--- config.mk ---
export PLATFORM = sky130hd
export DESIGN_NAME = uart_rx
export DESIGN_NICKNAME = d
export VERILOG_FILES = /design/src/rtl/uart_rx.sv
export SDC_FILE = /design/constraint.sdc
export NUM_CORES = 1
export LEC_CHECK = 0
export BUFFER_PORTS_ARGS = -buffer_cell sky130_fd_sc_hd__buf_4
export CELL_PAD_IN_SITES_DETAIL_PLACEMENT = 0
export CELL_PAD_IN_SITES_GLOBAL_PLACEMENT = 2
export CORE_MARGIN = 4
export CORE_UTILIZATION = 37
export DETAILED_ROUTE_END_ITERATION = 7
export PLACE_DENSITY_LB_ADDON = 0.05
export SYNTH_ARGS = -nofsm -noshare
export SYNTH_HDL_FRONTEND = slang
export SYNTH_SLANG_ARGS = --single-unit
--- constraint.sdc ---
create_clock -name clk -period 2.65 [get_ports clk]
set_clock_uncertainty 0.15 [all_clocks]
set_input_delay 0.53 -clock clk [delete_from_list [all_inputs] [get_ports clk]]
set_output_delay 0.53 -clock clk [all_outputs]
set_load 0.01 [all_outputs]
--- src/rtl/uart_rx.sv ---
// UART receiver: 8N1 frames, LSB first, 2-flop input synchronizer.
// Define UART_RX_PARITY_EN to add an even-parity bit between data and stop.
module uart_rx #(
  parameter int unsigned CLKS_PER_BIT = 10416,
  parameter int unsigned HALF_BIT     = CLKS_PER_BIT / 2
) (
  input  logic       clk,
  input  logic       rst_n,
  input  logic       rx,
  output logic [7:0] data,
  output logic       data_valid,
  output logic       frame_err,
  output logic       busy
);

  localparam int unsigned CntW = $clog2(CLKS_PER_BIT);
  localparam logic [CntW-1:0] LastBit  = CntW'(CLKS_PER_BIT - 1);
  localparam logic [CntW-1:0] LastHalf = CntW'(HALF_BIT - 1);

  typedef enum logic [2:0] {
    StIdle,
    StStart,
    StData,
`ifdef UART_RX_PARITY_EN
    StParity,
`endif
    StStop,
    StBreak
  } state_e;

  state_e          state_q;
  logic [CntW-1:0] cnt_q;
  logic [2:0]      bit_q;
  logic [7:0]      shift_q;
  logic            rx_meta;
  logic            rx_s;
  logic            stop_ok;
`ifdef UART_RX_PARITY_EN
  logic            par_err_q;

  assign stop_ok = rx_s && !par_err_q;
`else
  assign stop_ok = rx_s;
`endif

  always_ff @(posedge clk) begin
    if (!rst_n) begin
      state_q    <= StIdle;
      cnt_q      <= '0;
      bit_q      <= '0;
      shift_q    <= '0;
      rx_meta    <= 1'b1;
      rx_s       <= 1'b1;
      data       <= 8'h00;
      data_valid <= 1'b0;
      frame_err  <= 1'b0;
      busy       <= 1'b0;
`ifdef UART_RX_PARITY_EN
      par_err_q  <= 1'b0;
`endif
    end else begin
      rx_meta    <= rx;
      rx_s       <= rx_meta;
      data_valid <= 1'b0;
      frame_err  <= 1'b0;
      case (state_q)
        StIdle: begin
          if (!rx_s) begin
            state_q <= StStart;
            cnt_q   <= '0;
            busy    <= 1'b1;
          end
        end
        StStart: begin
          if (cnt_q == LastHalf) begin
            cnt_q <= '0;
            // A high line at mid-start is a glitch, not a frame.
            if (rx_s) begin
              state_q <= StIdle;
              busy    <= 1'b0;
            end else begin
              state_q <= StData;
            end
          end else begin
            cnt_q <= cnt_q + 1'b1;
          end
        end
        StData: begin
          if (cnt_q == LastBit) begin
            cnt_q          <= '0;
            shift_q[bit_q] <= rx_s;
            bit_q          <= bit_q + 3'd1;
            if (bit_q == 3'd7) begin
`ifdef UART_RX_PARITY_EN
              state_q <= StParity;
`else
              state_q <= StStop;
`endif
            end
          end else begin
            cnt_q <= cnt_q + 1'b1;
          end
        end
`ifdef UART_RX_PARITY_EN
        StParity: begin
          if (cnt_q == LastBit) begin
            cnt_q     <= '0;
            par_err_q <= (rx_s != ^shift_q);
            state_q   <= StStop;
          end else begin
            cnt_q <= cnt_q + 1'b1;
          end
        end
`endif
        StStop: begin
          if (cnt_q == LastBit) begin
            cnt_q <= '0;
            if (stop_ok) begin
              data       <= shift_q;
              data_valid <= 1'b1;
            end else begin
              frame_err <= 1'b1;
            end
            // A low stop bit means the line may be held in break.
            if (rx_s) begin
              state_q <= StIdle;
              busy    <= 1'b0;
            end else begin
              state_q <= StBreak;
            end
          end else begin
            cnt_q <= cnt_q + 1'b1;
          end
        end
        StBreak: begin
          if (rx_s) begin
            state_q <= StIdle;
            busy    <= 1'b0;
          end
        end
        default: begin
          state_q <= StIdle;
          cnt_q   <= '0;
          busy    <= 1'b0;
        end
      endcase
    end
  end

endmodule

# Word-level counts from Yosys, hierarchy flattened
# Index checks and enable logic that the tools add are counted.
[op_classes]
n_addsub = 2
n_lt_le_gt_ge = 2
n_eq_ne = 13
muxes = 23
bitwise = 2
n_reduce_logical = 9
[op_table]
columns = ["cell", "n"]
rows = [
  ["14-bit case mux with 4 select lines", 1],
  ["14-bit two-way mux", 3],
  ["3-bit two-way mux", 7],
  ["3-bit case mux with 5 select lines", 1],
  ["14-bit by 1-bit adder with 14-bit output (second input constant)", 1],
  ["14-bit by 13-bit == test with 1-bit output (second input constant)", 1],
  ["14-bit == test (second input constant)", 1],
  ["2-bit inequality test (second input constant)", 6],
  ["8-bit bitwise mux", 1],
  ["1-bit two-way mux", 7],
  ["3-bit by 2-bit == test with 1-bit output (second input constant)", 2],
  ["3-bit == test (second input constant)", 2],
  ["3-bit AND reduction", 2],
  ["6-bit AND reduction", 1],
  ["1-bit case mux with 5 select lines", 1],
  ["3-bit by 4-bit < comparator with 1-bit output (second input constant)", 1],
  ["2-bit AND reduction", 2],
  ["4-bit AND reduction", 1],
  ["3-bit by 1-bit adder with 3-bit output (second input constant)", 1],
  ["1-bit demux with 3-bit select", 1],
  ["3-bit by 1-bit == test with 1-bit output (second input constant)", 1],
  ["3-bit by 1-bit >= comparator with 1-bit output (second input constant)", 1],
  ["3-bit logical NOT", 1],
  ["2-bit two-way mux", 1],
  ["3 further kinds", 4],
]
[totals]
ff_bits = 41
out_inout_bits = 11

# Longest topological paths before layout
[logic_depth]
word_depth = 5
ltp_mapped = 7
depth_no_buf = 6

# Least setup slack after synthesis
# Ideal clock, no wire load.
[synth_timing]
kind = "reg2reg"
start = "register cnt_q[0]"
end = "register shift_q[2]"
setup_time_ps = 72
t_arrival_ps = 2013
required_ps = 2428
setup_slack_ps = 415
stages_incl_launch_ff = 8
path_buffers = 1
synth_period_minus_slack_ps = 2235
path_cell_list = "dfxtp_1 > ha_1 > and3_1 > nand4_4 > or4_1 > buf_2 > nor4b_4 > mux2i_1"
[synth_between]
elab_chain_cells = 2
[synth_lines]
columns = ["element", "line_no", "source"]
rows = [
  ["start, declared", "32", "logic [CntW-1:0] cnt_q;"],
  ["start signal, assigned", "85", "cnt_q <= cnt_q + 1'b1;"],
  ["start signal, assigned", "101", "cnt_q <= cnt_q + 1'b1;"],
  ["start signal, assigned", "132", "cnt_q <= cnt_q + 1'b1;"],
  ["14-bit == test", "89", "if (cnt_q == LastBit) begin"],
  ["2-bit AND reduction (no line)", "-", ""],
  ["end signal, assigned by index", "91", "shift_q[bit_q] <= rx_s;"],
  ["end, declared", "34", "logic [7:0] shift_q;"],
]
# No other way between the ends.
# A chain may end at the register's enable or synchronous reset.

# Worst setup path after layout
# Same ends and word-level chain as after synthesis.

==> qor.txt <==
Netlist cell types = 44
Synth Flop Type = dfxtp_1
Critical Path End Type = register
# resized after CTS = 0
GR Util All Layers = 15.7%
Worst VDD drop = 253 uV
Worst skew pair latency = 0.29 ns
Core area = 5240 sq um
Leading area contributor after synthesis = dfxtp_1
Final setup fails = 0
Post-Route WL = 4.91 mm
Most frequent cells after synthesis = dfxtp_1 (41), nand2_1 (31), nor2_1 (22), mux2i_1 (18), a31oi_1 (14)
Top-count cell post-synth = dfxtp_1
Fin nets = 253
GP Congestion = 0.816
Worst Hold Class = reg -> reg
Setup TNS = 0 ns
Drt wl/cell = 15.4 microns
Worst slew pin tran = 0.535 ns
Kind of critical path = reg -> reg
Hold Slack = 0.278 ns
Drt initial violations = 100
Setup ws final = 0.244 ns
Mapped Cells = 235
Starting Density = 39.1%
Relative slew slack = 63.9%
Initial antenna violation count = 0
Reg clk slew, reported paths = 0.07 ns
Clock Root Buffer = clkbuf_8
CTS Sinks = 41
Synth warn = 0
GRT overflow = 0
Synth top area cells = dfxtp_1 (40%), mux2i_1 (8.8%), nand2_1 (5.7%)
DRC violations left = 0
Post-DRT Antenna Nets = 0
Io pins = 14
Sequential share of power = 51.7%
Min Clock Period, post-route = 2.41 ns
Cell Pwr Density = 549 nW/um^2
Core Util, Final = 44.3%
Die area = 6790 sq um
CP max FO = 7
Syn Nets = 241
Htree depth = 2
Maxcap violations = 0
CTS tree = yes
Comb power frac = 17.6%
Die Wd = 82.4 microns
Asr flop ratio synth = 0%
Worst Path Arrival = 2.47 ns
Clock network power share = 30.7%
Vias per cell = 5.54
Internal Power = 0.904 mW
Layout cells sized above 1 = 16.1%
Antenna cells = 0
Die Span Y = 82.4 microns
Pin count of the biggest net entering global routing = 36
Seq/Total Area, Yosys = 40.0%
Pre-CTS setup slack = 0.158 ns
# rows = 26
EDFF count, synth = 0
Top cell type's share of synthesized area = 40.0%
Critical Path RT = 2.71 ns
Synth-to-layout area growth = 13.1%
Unrepaired setup endpoints after global routing = false
Vias in the first global route = 1615
FF+latch count, synth = 41
Status = finished clean
Net Switching = 0.369 mW
# hold bufs at CTS = 0
Vias = 1762
Slew Viols, Final = 0
CP startpoint kind = register
Leakage = 0.829 nW
First-pass GRT wire length = 8.15 mm
Post-CTS Setup Inserts = 0
Fmax = 0.416 GHz
Post-Place Cell Area = 2230 sq um
Final total power = 1.27 mW
Dpl hpwl = 3.38 mm
Sw Ratio = 29.0%
Hold Vio Cnt, Final = 0
Avg Inst Size Synth = 8.72 sq um
Final Non-Filler Cells = 318
CTS buffer count = 5
Number of I/O port buffers = 13
Fin area = 2320 sq um
Final Cycle Share = 90.8%
Max clock buf depth = 2
Cell area after synthesis = 2050 sq um
# placed instances = 310
Drt first pass iters = 5
[power groups by stage]
| stage | Combinational, mW | Clock (mW) | Sequential [mW] |
|---|---|---|---|
| floorplan | 0.143 | 0 | 0.672 |
| global placement | 0.220 | 0 | 0.671 |
| detailed placement | 0.222 | 0 | 0.672 |
| CTS | 0.224 | 0.412 | 0.657 |
| global route | 0.251 | 0.432 | 0.662 |
| finish | 0.224 | 0.391 | 0.658 |
[cell usage in the layout (no fill, tap or decap), types with 2 or more instances in the layout]
| cell | synthesis | final |
|---|---|---|
| nor4_1 | 3 | 3 |
| nand2_1 | 31 | 31 |
| a31oi_1 | 14 | 14 |
| xnor2_1 | 2 | 2 |
| and3_1 | 4 | 4 |
| a21oi_1 | 6 | 6 |
| xor2_1 | 2 | 2 |
| and4bb_2 | 2 | 2 |
| nand3_1 | 12 | 12 |
| buf_4 | 0 | 22 |
| o311ai_0 | 2 | 2 |
| nand4_1 | 6 | 6 |
| nor2_1 | 22 | 22 |
| nor3b_1 | 3 | 3 |
| nand3b_1 | 7 | 7 |
| o21ai_0 | 4 | 4 |
| clkbuf_8 | 0 | 5 |
| clkbuf_1 | 11 | 3 |
| nor3_1 | 6 | 6 |
| inv_1 | 4 | 4 |
| ha_1 | 3 | 3 |
| nand4b_1 | 3 | 3 |
| nand2b_1 | 4 | 4 |
| mux2i_1 | 18 | 18 |
| dfxtp_1 | 41 | 41 |
[cell families (layout without fill, tap and decap cells)]
| group | Yosys count | after routing | share of synthesized area (%) |
|---|---|---|---|
| AND/OR/NAND/NOR | 114 | 114 | 32.6 |
| flip-flops | 41 | 41 | 40.0 |
| AO/OA/AOI/OAI | 33 | 33 | 10.8 |
| buffers and inverters | 22 | 35 | 4.21 |
| multiplexers | 18 | 18 | 8.79 |
| XOR/XNOR | 4 | 4 | 1.71 |
| adder cells (fa/ha/maj) | 3 | 3 | 1.83 |
[final timing paths]
check        startpoint    endpoint  slack (ns)  cells after the start
min             rx_meta        rx_s        0.28                      1
min reg2reg     rx_meta        rx_s        0.28                      1
max reg2reg    cnt_q[0]  shift_q[2]        0.24                      6
max            cnt_q[0]  shift_q[2]        0.24                      6
[worst max-delay path, cell delays in order (launching register included)]
cell and delay [ns]:
dfxtp_1 0.42, ha_1 0.28, and3_1 0.31, nand4_4 0.18, or4_4 0.52, nor4b_4 0.28, mux2i_1 0.20
[layout make-up]
cell class	instances	area, sq um
fill	528	2920
multi-input combinational	172	1150
sequential	41	821
timing repair buffer	22	165
tap	70	87.6
clock buffer	8	80.1
inverter	5	18.8
[routing by layer]
layer  up-vias  part of all wire, %  track usage [%]
met4         0                 0.81             4.49
li1        874                    -                -
met1       838                   51             23.5
met5         -                    0                0
met3         4                  5.4             3.47
met2        46                   43             22.4
[state kept, by name, summed over array words and instances (netlist names)]
| register | cells |
|---|---|
| data_valid | 1 |
| bit_q | 3 |
| rx_s | 1 |
| data | 8 |
| state_q | 3 |
| rx_meta | 1 |
| cnt_q | 14 |
| frame_err | 1 |
| busy | 1 |
| shift_q | 8 |
Note: power is estimated with default switching activity, not from simulation.
